### src/rtl/packet_egress_scheduler_if.sv
// Egress scheduler bundle: upstream packet FIFO ports plus the egress byte stream.
// master = scheduler side, slave = FIFOs/sink side.
interface packet_egress_scheduler_if #(
    parameter int N_PORTS  = 4,
    parameter int ACTION_W = 64,
    parameter int PW       = $clog2(N_PORTS)
);
    logic [N_PORTS-1:0]          cfg_port_en;
    logic [N_PORTS-1:0]          req;
    logic [N_PORTS-1:0]          gnt;
    logic [N_PORTS-1:0]          in_valid;
    logic [8*N_PORTS-1:0]        in_data;
    logic [N_PORTS-1:0]          in_last;
    logic [N_PORTS-1:0]          in_ready;
    logic [ACTION_W*N_PORTS-1:0] in_action;
    logic                        out_valid;
    logic [7:0]                  out_data;
    logic                        out_last;
    logic                        out_sop;
    logic [ACTION_W-1:0]         out_action;
    logic [PW-1:0]               out_port;
    logic                        out_ready;
    logic                        err_trunc;

    modport master (
        input  cfg_port_en, req, in_valid, in_data, in_last, in_action, out_ready,
        output gnt, in_ready, out_valid, out_data, out_last, out_sop,
        output out_action, out_port, err_trunc
    );

    modport slave (
        output cfg_port_en, req, in_valid, in_data, in_last, in_action, out_ready,
        input  gnt, in_ready, out_valid, out_data, out_last, out_sop,
        input  out_action, out_port, err_trunc
    );
endinterface

### src/rtl/packet_egress_scheduler.sv
// Packet-granular round-robin scheduler merging N packet FIFOs onto one
// registered egress byte stream, with max-length truncation.
module packet_egress_scheduler #(
    parameter int N_PORTS     = 4,
    parameter int ACTION_W    = 64,
    parameter int MAX_PKT_LEN = 1518,
    parameter int CNT_W       = $clog2(MAX_PKT_LEN + 1)
) (
    input logic                       clk,
    input logic                       rst_n,
    packet_egress_scheduler_if.master bus
);
    localparam int PW = $clog2(N_PORTS);

    typedef enum logic [1:0] {IDLE, XFER, DISC} state_t;

    state_t               state_q, state_d;
    logic [PW-1:0]        ptr_q, ptr_d;
    logic [PW-1:0]        sel_q, sel_d;
    logic [PW-1:0]        pick, cand;
    logic                 found;
    logic [N_PORTS-1:0]   gnt_q, gnt_d;
    logic [N_PORTS-1:0]   elig, rdy;
    logic [CNT_W-1:0]     cnt_q, cnt_d;
    logic                 ov_q, ov_d;
    logic                 ol_q, ol_d;
    logic                 os_q, os_d;
    logic                 err_q, err_d;
    logic [7:0]           od_q, od_d;
    logic [ACTION_W-1:0]  oa_q, oa_d;
    logic [7:0]           dat_a [N_PORTS];
    logic [ACTION_W-1:0]  act_a [N_PORTS];
    logic                 acc, lst;

    assign elig = bus.req & bus.cfg_port_en;

    always_comb begin
        for (int i = 0; i < N_PORTS; i++) begin
            dat_a[i] = bus.in_data[8*i +: 8];
            act_a[i] = bus.in_action[ACTION_W*i +: ACTION_W];
        end
    end

    // First eligible port strictly after the pointer, wrapping around.
    always_comb begin
        pick  = '0;
        cand  = '0;
        found = 1'b0;
        for (int k = 1; k <= N_PORTS; k++) begin
            cand = PW'((int'(ptr_q) + k) % N_PORTS);
            if (!found && elig[cand]) begin
                pick  = cand;
                found = 1'b1;
            end
        end
    end

    always_comb begin
        rdy = '0;
        unique case (state_q)
            XFER:    if (!ov_q || bus.out_ready) rdy = gnt_q;
            DISC:    rdy = gnt_q;
            default: rdy = '0;
        endcase
    end

    assign acc = bus.in_valid[sel_q] && rdy[sel_q];
    assign lst = bus.in_last[sel_q];

    always_comb begin
        state_d = state_q;
        ptr_d   = ptr_q;
        sel_d   = sel_q;
        gnt_d   = gnt_q;
        cnt_d   = cnt_q;
        ov_d    = ov_q;
        od_d    = od_q;
        ol_d    = ol_q;
        os_d    = os_q;
        oa_d    = oa_q;
        err_d   = 1'b0;
        unique case (state_q)
            IDLE: begin
                if (ov_q && bus.out_ready) ov_d = 1'b0;
                if (found) begin
                    sel_d   = pick;
                    gnt_d   = N_PORTS'(1) << pick;
                    oa_d    = act_a[pick];
                    cnt_d   = '0;
                    state_d = XFER;
                end
            end
            XFER: begin
                if (acc) begin
                    ov_d  = 1'b1;
                    od_d  = dat_a[sel_q];
                    os_d  = (cnt_q == '0);
                    cnt_d = cnt_q + CNT_W'(1);
                    ol_d  = 1'b0;
                    if (lst) begin
                        ol_d    = 1'b1;
                        ptr_d   = sel_q;
                        gnt_d   = '0;
                        state_d = IDLE;
                    end else if (cnt_q == CNT_W'(MAX_PKT_LEN - 1)) begin
                        ol_d    = 1'b1;
                        err_d   = 1'b1;
                        state_d = DISC;
                    end
                end else if (bus.out_ready) begin
                    ov_d = 1'b0;
                end
            end
            DISC: begin
                if (ov_q && bus.out_ready) ov_d = 1'b0;
                if (acc && lst) begin
                    ptr_d   = sel_q;
                    gnt_d   = '0;
                    state_d = IDLE;
                end
            end
            default: state_d = IDLE;
        endcase
    end

    always_ff @(posedge clk or negedge rst_n) begin
        if (!rst_n) begin
            state_q <= IDLE;
            ptr_q   <= PW'(N_PORTS - 1);
            sel_q   <= '0;
            gnt_q   <= '0;
            cnt_q   <= '0;
            ov_q    <= 1'b0;
            od_q    <= '0;
            ol_q    <= 1'b0;
            os_q    <= 1'b0;
            oa_q    <= '0;
            err_q   <= 1'b0;
        end else begin
            state_q <= state_d;
            ptr_q   <= ptr_d;
            sel_q   <= sel_d;
            gnt_q   <= gnt_d;
            cnt_q   <= cnt_d;
            ov_q    <= ov_d;
            od_q    <= od_d;
            ol_q    <= ol_d;
            os_q    <= os_d;
            oa_q    <= oa_d;
            err_q   <= err_d;
        end
    end

    assign bus.gnt        = gnt_q;
    assign bus.in_ready   = rdy;
    assign bus.out_valid  = ov_q;
    assign bus.out_data   = od_q;
    assign bus.out_last   = ol_q;
    assign bus.out_sop    = os_q;
    assign bus.out_action = oa_q;
    assign bus.out_port   = sel_q;
    assign bus.err_trunc  = err_q;
endmodule

### src/flat_wrapper.sv
// flat-port wrapper written by rule: the top's interface ports become plain ports
module packet_egress_scheduler_flat 
#(
    parameter int N_PORTS     = 4,
    parameter int ACTION_W    = 64,
    parameter int MAX_PKT_LEN = 1518,
    parameter int CNT_W       = $clog2(MAX_PKT_LEN + 1)
)
  (clk, rst_n, bus_cfg_port_en, bus_req, bus_in_valid, bus_in_data, bus_in_last, bus_in_action, bus_out_ready, bus_gnt, bus_in_ready, bus_out_valid, bus_out_data, bus_out_last, bus_out_sop, bus_out_action, bus_out_port, bus_err_trunc);
  packet_egress_scheduler_if #(.N_PORTS(N_PORTS), .ACTION_W(ACTION_W)) bus_i ();
  input logic clk;
  input logic rst_n;
  input wire logic [$bits(bus_i.cfg_port_en)-1:0] bus_cfg_port_en;
  input wire logic [$bits(bus_i.req)-1:0] bus_req;
  input wire logic [$bits(bus_i.in_valid)-1:0] bus_in_valid;
  input wire logic [$bits(bus_i.in_data)-1:0] bus_in_data;
  input wire logic [$bits(bus_i.in_last)-1:0] bus_in_last;
  input wire logic [$bits(bus_i.in_action)-1:0] bus_in_action;
  input wire logic [$bits(bus_i.out_ready)-1:0] bus_out_ready;
  output wire logic [$bits(bus_i.gnt)-1:0] bus_gnt;
  output wire logic [$bits(bus_i.in_ready)-1:0] bus_in_ready;
  output wire logic [$bits(bus_i.out_valid)-1:0] bus_out_valid;
  output wire logic [$bits(bus_i.out_data)-1:0] bus_out_data;
  output wire logic [$bits(bus_i.out_last)-1:0] bus_out_last;
  output wire logic [$bits(bus_i.out_sop)-1:0] bus_out_sop;
  output wire logic [$bits(bus_i.out_action)-1:0] bus_out_action;
  output wire logic [$bits(bus_i.out_port)-1:0] bus_out_port;
  output wire logic [$bits(bus_i.err_trunc)-1:0] bus_err_trunc;
  assign bus_i.cfg_port_en = bus_cfg_port_en;
  assign bus_i.req = bus_req;
  assign bus_i.in_valid = bus_in_valid;
  assign bus_i.in_data = bus_in_data;
  assign bus_i.in_last = bus_in_last;
  assign bus_i.in_action = bus_in_action;
  assign bus_i.out_ready = bus_out_ready;
  assign bus_gnt = bus_i.gnt;
  assign bus_in_ready = bus_i.in_ready;
  assign bus_out_valid = bus_i.out_valid;
  assign bus_out_data = bus_i.out_data;
  assign bus_out_last = bus_i.out_last;
  assign bus_out_sop = bus_i.out_sop;
  assign bus_out_action = bus_i.out_action;
  assign bus_out_port = bus_i.out_port;
  assign bus_err_trunc = bus_i.err_trunc;
  packet_egress_scheduler #(.N_PORTS(N_PORTS), .ACTION_W(ACTION_W), .MAX_PKT_LEN(MAX_PKT_LEN), .CNT_W(CNT_W)) u_core (.clk(clk), .rst_n(rst_n), .bus(bus_i));
endmodule
### config.mk
export PLATFORM = sky130hd
export DESIGN_NAME = packet_egress_scheduler_flat
export DESIGN_NICKNAME = d
export VERILOG_FILES = /design/src/rtl/packet_egress_scheduler_if.sv /design/src/rtl/packet_egress_scheduler.sv /design/src/flat_wrapper.sv
export SDC_FILE = /design/constraint.sdc
export NUM_CORES = 1
export LEC_CHECK = 0
export CELL_PAD_IN_SITES_DETAIL_PLACEMENT = 0
export CELL_PAD_IN_SITES_GLOBAL_PLACEMENT = 1
export CORE_AREA = 2 2 154 156
export DETAILED_ROUTE_END_ITERATION = 12
export DIE_AREA = 0 0 156 158
export PLACE_DENSITY_LB_ADDON = 0.1
export SLEW_MARGIN = 20
export SYNTH_ARGS = -nofsm -noshare
export SYNTH_HDL_FRONTEND = slang
export SYNTH_SLANG_ARGS = --single-unit
### constraint.sdc
create_clock -name clk -period 4.1 [get_ports clk]
set_clock_uncertainty 0.1 [all_clocks]
set_input_delay 0.41 -clock clk [delete_from_list [all_inputs] [get_ports clk]]
set_output_delay 0.41 -clock clk [all_outputs]
set_load 0.01 [all_outputs]
== After elaboration in Yosys (flattened, before gate mapping) ==
Index checks and enable logic that the tools add are counted.

* Bitwise logic cells: 3
* Reductions and logical operators: 25
* Shifts and indexed selects: 1
* Eq/ne operators: 10
* Order comparisons: 7
* Mux-type cells: 57
* $add $sub $neg: 5

{| class="wikitable"
|+ Operator list
! kind !! count
|-
| $bmux W64 S2 || 1
|-
| $mux W64 || 2
|-
| $mux W2 || 12
|-
| $mux W11 || 2
|-
| $pmux W11 S2 || 1
|-
| $mux W4 || 5
|-
| $mux W1 || 19
|-
| $bmux W8 S2 || 1
|-
| $mux W8 || 2
|-
| $lt A2 B3 Y1 const B || 5
|-
| $bmux W1 S2 || 7
|-
| $pmux W4 S3 || 1
|-
| $add A11 B1 Y11 const B || 1
|-
| $eq A11 B11 Y1 const B || 1
|-
| $logic_not A11 Y1 || 1
|-
| $ne A2 B1 Y1 const B || 5
|-
| $pmux W4 S2 || 1
|-
| $reduce_and A4 Y1 || 2
|-
| $ge A3 B3 Y1 const B || 2
|-
| $logic_and A1 B1 Y1 || 6
|-
| $not A2 Y3 || 2
|-
| $pmux W2 S3 || 1
|-
| $reduce_and A3 Y1 || 2
|-
| $reduce_bool A2 Y1 || 3
|-
| 17 further kinds || 23
|}

* Flip-flop bits (word level): 97
* Input port bits: 307
* Logic and storage cells: 119
* Output and inout bits: 86

== Logic depth before layout (Yosys ltp) ==
* Depth after elaboration: 17
* Mapped depth: 10
* Gate-level depth less buffers: 8

== Worst setup path after synthesis ==
OpenSTA, ideal clock, no wires.

* Kind: register to register
* From: reg u_core.state_q[0]
* To: reg u_core.od_q[2] (netlist: u_core.bus.out_data[2])
* Period minus slack after synthesis: 2.557 ns
* Slack: 1.543 ns
* Cell stages (with the launch flop): 9
* Data arrival time: 2.333 ns
* Required time: 3.875 ns
* Cells stage by stage: dfrtp_1 > inv_1 > ha_1 > o211ai_1 > nor4b_2 > a21oi_1 > a211oi_2 > buf_2 > mux2_2

* Cells in the longest elaborated chain, start to end: 6
* Elaborated cells on any way between the ends: 7
* Classes of those cells: 2 x eq/ne; 3 x mux; 2 x reduce/logical

{| class="wikitable"
|+ Ends and longest elaborated chain
! item !! line !! text
|-
| start, declared || packet_egress_scheduler.sv:17 || <nowiki>state_t state_q, state_d;</nowiki>
|-
| start signal, assigned || packet_egress_scheduler.sv:140 || <nowiki>state_q <= state_d;</nowiki>
|-
| $eq A2 B2 Y1 / $eq A2 B1 Y1 (equally long branches) || packet_egress_scheduler.sv:60, packet_egress_scheduler.sv:82 ||
|-
| $pmux W4 S2 || packet_egress_scheduler.sv:60 || <nowiki>unique case (state_q)</nowiki>
|-
| $bmux W1 S2 || packet_egress_scheduler.sv:67 || <nowiki>assign acc = bus.in_valid[sel_q] && rdy[sel_q];</nowiki>
|-
| $mux W1 (implied by the code) || packet_egress_scheduler.sv:67 ||
|-
| $logic_and A1 B1 Y1 || packet_egress_scheduler.sv:67 ||
|-
| $reduce_and A2 Y1 (no source line) (*) || n/a ||
|-
| end signal, assigned || packet_egress_scheduler.sv:134 || <nowiki>od_q <= '0;</nowiki>
|-
| end signal, assigned || packet_egress_scheduler.sv:146 || <nowiki>od_q <= od_d;</nowiki>
|-
| end, declared || packet_egress_scheduler.sv:29 || <nowiki>logic [7:0] od_q, od_d;</nowiki>
|}

Mark *: on every way between the ends. The rest lies on a longest branch, timed or not. The select of a mux whose other input is x is not followed.
A chain may end at the register's enable or synchronous reset.

== Worst setup path in the final report ==
* From: reg u_core.state_q[0]
* To: reg u_core.state_q[1]

* Cells in the longest elaborated chain, start to end: 8
* Elaborated cells on any way between the ends: 14
* Classes of those cells: 6 x eq/ne; 4 x mux; 4 x reduce/logical

{| class="wikitable"
|+ Ends and longest elaborated chain
! item !! line !! text
|-
| $eq A2 B2 Y1 / $eq A2 B1 Y1 (equally long branches) || packet_egress_scheduler.sv:60, packet_egress_scheduler.sv:82 ||
|-
| $pmux W4 S2 || packet_egress_scheduler.sv:60 ||
|-
| $bmux W1 S2 || packet_egress_scheduler.sv:67 ||
|-
| $mux W1 (implied by the code) || packet_egress_scheduler.sv:67 ||
|-
| $logic_and A1 B1 Y1 || packet_egress_scheduler.sv:67 ||
|-
| $logic_and A1 B1 Y1 || packet_egress_scheduler.sv:116 || <nowiki>if (acc && lst) begin</nowiki>
|-
| $ne A2 B1 Y1 (no source line) || n/a ||
|-
| $reduce_and A4 Y1 (no source line) || n/a ||
|}

Parallel ways exist; a longest one is shown, timed or not. The select of a mux whose other input is x is not followed.

==> impl_metrics.env <==
export IMPL_period_needed_ns=2.94
export IMPL_finalCritPeriodShare=0.717
export IMPL_drc=0
export IMPL_endpoint_kind="flip-flop"
export IMPL_antenna_found_initial=1
export IMPL_synth_seq_cells=97
export IMPL_async_flop_share=1.00
export IMPL_powerDensity_nw_per_um2=558
export IMPL_ys_seq_area_frac=0.404
export IMPL_num_vias=6070
export IMPL_fp_dieArea_um2=24600
export IMPL_viasPerCell=4.91
export IMPL_synth_top_cell_area_share=0.395
export IMPL_insertion_delay_ns=0.34
export IMPL_htreeDepth=3
export IMPL_grt_max_degree=68
export IMPL_grt_busiest_layer="met2"
export IMPL_netlist_cell_type_count=52
export IMPL_max_freq_ghz=0.340
export IMPL_drive_gt1_frac=0.0698
export IMPL_hold_class="input pin to asynchronous set/reset pin"
export IMPL_cp_data_arrival_time_ns=3.12
export IMPL_drtPass1Iterations=4
export IMPL_grt_pass1_vias=6494
export IMPL_status="finished, final reports clean"
export IMPL_setup_violations=0
export IMPL_cts_clk_slew_worst_paths_ns=0.07
export IMPL_slew_violations=0
export IMPL_fp_row_count=56
export IMPL_die_x_um=156
export IMPL_grt_pass1_wl_um=37500
export IMPL_p_leak_uw=0.00446
export IMPL_syn_instance_count=568
export IMPL_critPathRequiredTime_ns=4.28
export IMPL_met2_usage=0.380
export IMPL_pin_count=393
export IMPL_initial_utilization=0.261
export IMPL_syn_area_per_cell_um2=10.6
export IMPL_register_area_um2=2430
export IMPL_place_area_um2=10200
export IMPL_gp_congestion=0.871
export IMPL_post_cts_buffers=0
export IMPL_worstMarginPinSlew_ns=0.887
export IMPL_rsz0062_at_grt="no"
export IMPL_synth_largest_area_cell="dfrtp_1"
export IMPL_final_antenna_net_count=0
export IMPL_numCtsBuffers=9
export IMPL_nFillCells=2126
export IMPL_area_delta_synth_final_pct=75.2
export IMPL_syn_area_um2=6010
export IMPL_netlist_top_cells_area="dfrtp_1, mux2i_1, o221ai_1"
export IMPL_criticalPathCategory="flip-flop to flip-flop"
export IMPL_multi_input_area_um2=3360
export IMPL_fin_area_um2=10500
export IMPL_io_buffers=392
export IMPL_grt_overflow=0
export IMPL_fp_coreArea_um2=23100
export IMPL_cts_resized=0
export IMPL_grt_util_met1=0.221
export IMPL_start_kind="flip-flop"
export IMPL_die_h_um=158
export IMPL_nNetsFinal=1255
export IMPL_yosysWarnings=0
export IMPL_synth_ff_type="dfrtp_1"
export IMPL_relSlewSlack=0.409
export IMPL_hold_viol=0
export IMPL_clock_path_buffers=2
export IMPL_clock_sinks=97
export IMPL_grt_usage=0.200
export IMPL_cts_hold_fix_buffers=0
export IMPL_cts_root_buf="clkbuf_16"
export IMPL_synth_edf_count=0
export IMPL_synth_nets=883
export IMPL_tritoncts="built"
export IMPL_cap_violations=0
export IMPL_hpwl_um=20000
export IMPL_routedWlPerCell_um=19.9
export IMPL_grt_util_met3=0.0553
export IMPL_crit_fanout=11
export IMPL_ir_drop_uv=221
export IMPL_synth_common_cells="mux2i_1, dfrtp_1, nand2_1"
export IMPL_routed_wl_um=24700
export IMPL_synth_most_common_cell="mux2i_1"
export IMPL_dr_first_iter_drc_count=319
export IMPL_setup_tns_final_ns=0
critical path: stages, from the launching register on:
cell and delay (ns):
dfrtp_1 0.47, inv_1 0.10, ha_1 0.42, o211ai_1 0.16, nor4b_2 0.40, a21oi_1 0.12
a211oi_2 0.37, buf_4 0.26, nor3b_1 0.27, a32o_1 0.20
state kept, by name, summed over array words and instances, names as in the netlist:
| name | cells |
|---|---|
| u_core.ptr_q | 2 |
| u_core.bus.out_port | 2 |
| u_core.bus.out_last | 1 |
| u_core.bus.out_action | 64 |
| u_core.bus.out_sop | 1 |
| u_core.bus.out_data | 8 |
| u_core.bus.err_trunc | 1 |
| u_core.bus.out_valid | 1 |
| u_core.bus.gnt | 4 |
| u_core.state_q | 2 |
| u_core.cnt_q | 11 |
final cells by class:
cell class,instances,share of cell area
Clock buffer,13,0.0238
Timing Repair Buffer,405,0.384
Clock inverter,3,0.00380
Inverter,12,0.00428
Antenna cell,1,0.000238
Tap cell,290,0.0345
Multi-Input combinational cell,415,0.319
Sequential cell,97,0.231
stage by stage:
| step | util | cells | hold WS, ns | power [uW] | setup WS (ns) |
|---|---|---|---|---|---|
| finish | 0.457 | 1236 | 0.0737 | 5880 | 1.16 |
| global route | 0.457 | 1236 | 0.133 | 6290 | 0.903 |
| CTS | 0.457 | 1235 | 0.117 | 5980 | 1.16 |
| detailed placement | 0.444 | 1219 | 0.372 | 5090 | 1.00 |
| global placement | 0.444 | 1219 | 0.372 | 5040 | 1.05 |
| floorplan | - | 568 | 0.0144 | 3410 | 1.54 |
metal layers:
metal / vias up / part of all wire / routed length (um)
met4: 0 / 0.022 / 540
met3: 27 / 0.067 / 1650
met2: 228 / 0.54 / 13400
met1: 2905 / 0.37 / 9100
met5: - / 0 / 0
li1: 2910 / - / -
power by group:
part	switching, uW	internal, uW	total, uW
clock network	365	489	854
logic	1550	1750	3300
registers	327	1390	1720
path summary, 6_finish.rpt:
path	cells after the start	endpoint	slack [ns]	from
worst max-delay path	9	u_core.state_q[1]$_DFFE_PN0P_	1.16	u_core.state_q[0]$_DFFE_PN0P_
worst min-delay path	1	u_core.bus.out_data[1]$_DFFE_PN0P_	0.07	rst_n
worst max register to register	9	u_core.state_q[1]$_DFFE_PN0P_	1.16	u_core.state_q[0]$_DFFE_PN0P_
worst min register to register	2	u_core.bus.out_action[23]$_DFFE_PN0P_	0.39	u_core.bus.out_action[23]$_DFFE_PN0P_
max in group asynchronous	2	u_core.bus.out_action[17]$_DFFE_PN0P_	2.99	rst_n
min in group clk	2	u_core.bus.out_action[23]$_DFFE_PN0P_	0.39	u_core.bus.out_action[23]$_DFFE_PN0P_
kinds of logic after synthesis:
kind of cell,synth area share
buffers and inverters,0.0412
AOI/OAI and AO/OA,0.143
DFF,0.404
and+or+nand+nor,0.116
adders and majority gates,0.0166
xor gates and xnor gates,0.00728
muxes,0.271
placed cells by master, fill, tap and decap left out, types with 2 or more instances in the layout:
cell type,count
a21oi_1,10
nor3_1,7
buf_4,12
o21a_1,2
o21ai_0,9
buf_12,2
o221ai_1,64
nor2_1,14
clkbuf_16,9
ha_1,8
nand3_1,7
nand2_2,2
nand4_1,5
mux2i_1,128
inv_1,12
nor4b_2,2
xnor2_1,5
clkinv_2,2
mux2_2,13
clkdlybuf4s50_1,391
a211oi_2,3
dfstp_2,2
and2_1,6
clkbuf_1,3
nor3b_1,2
nor4_1,3
mux4_2,9
or4_1,2
nand2_1,82
a32o_1,2
or3_1,4
o31ai_1,3
dfrtp_1,95
No activity file was read; power rests on OpenSTA's default activity.
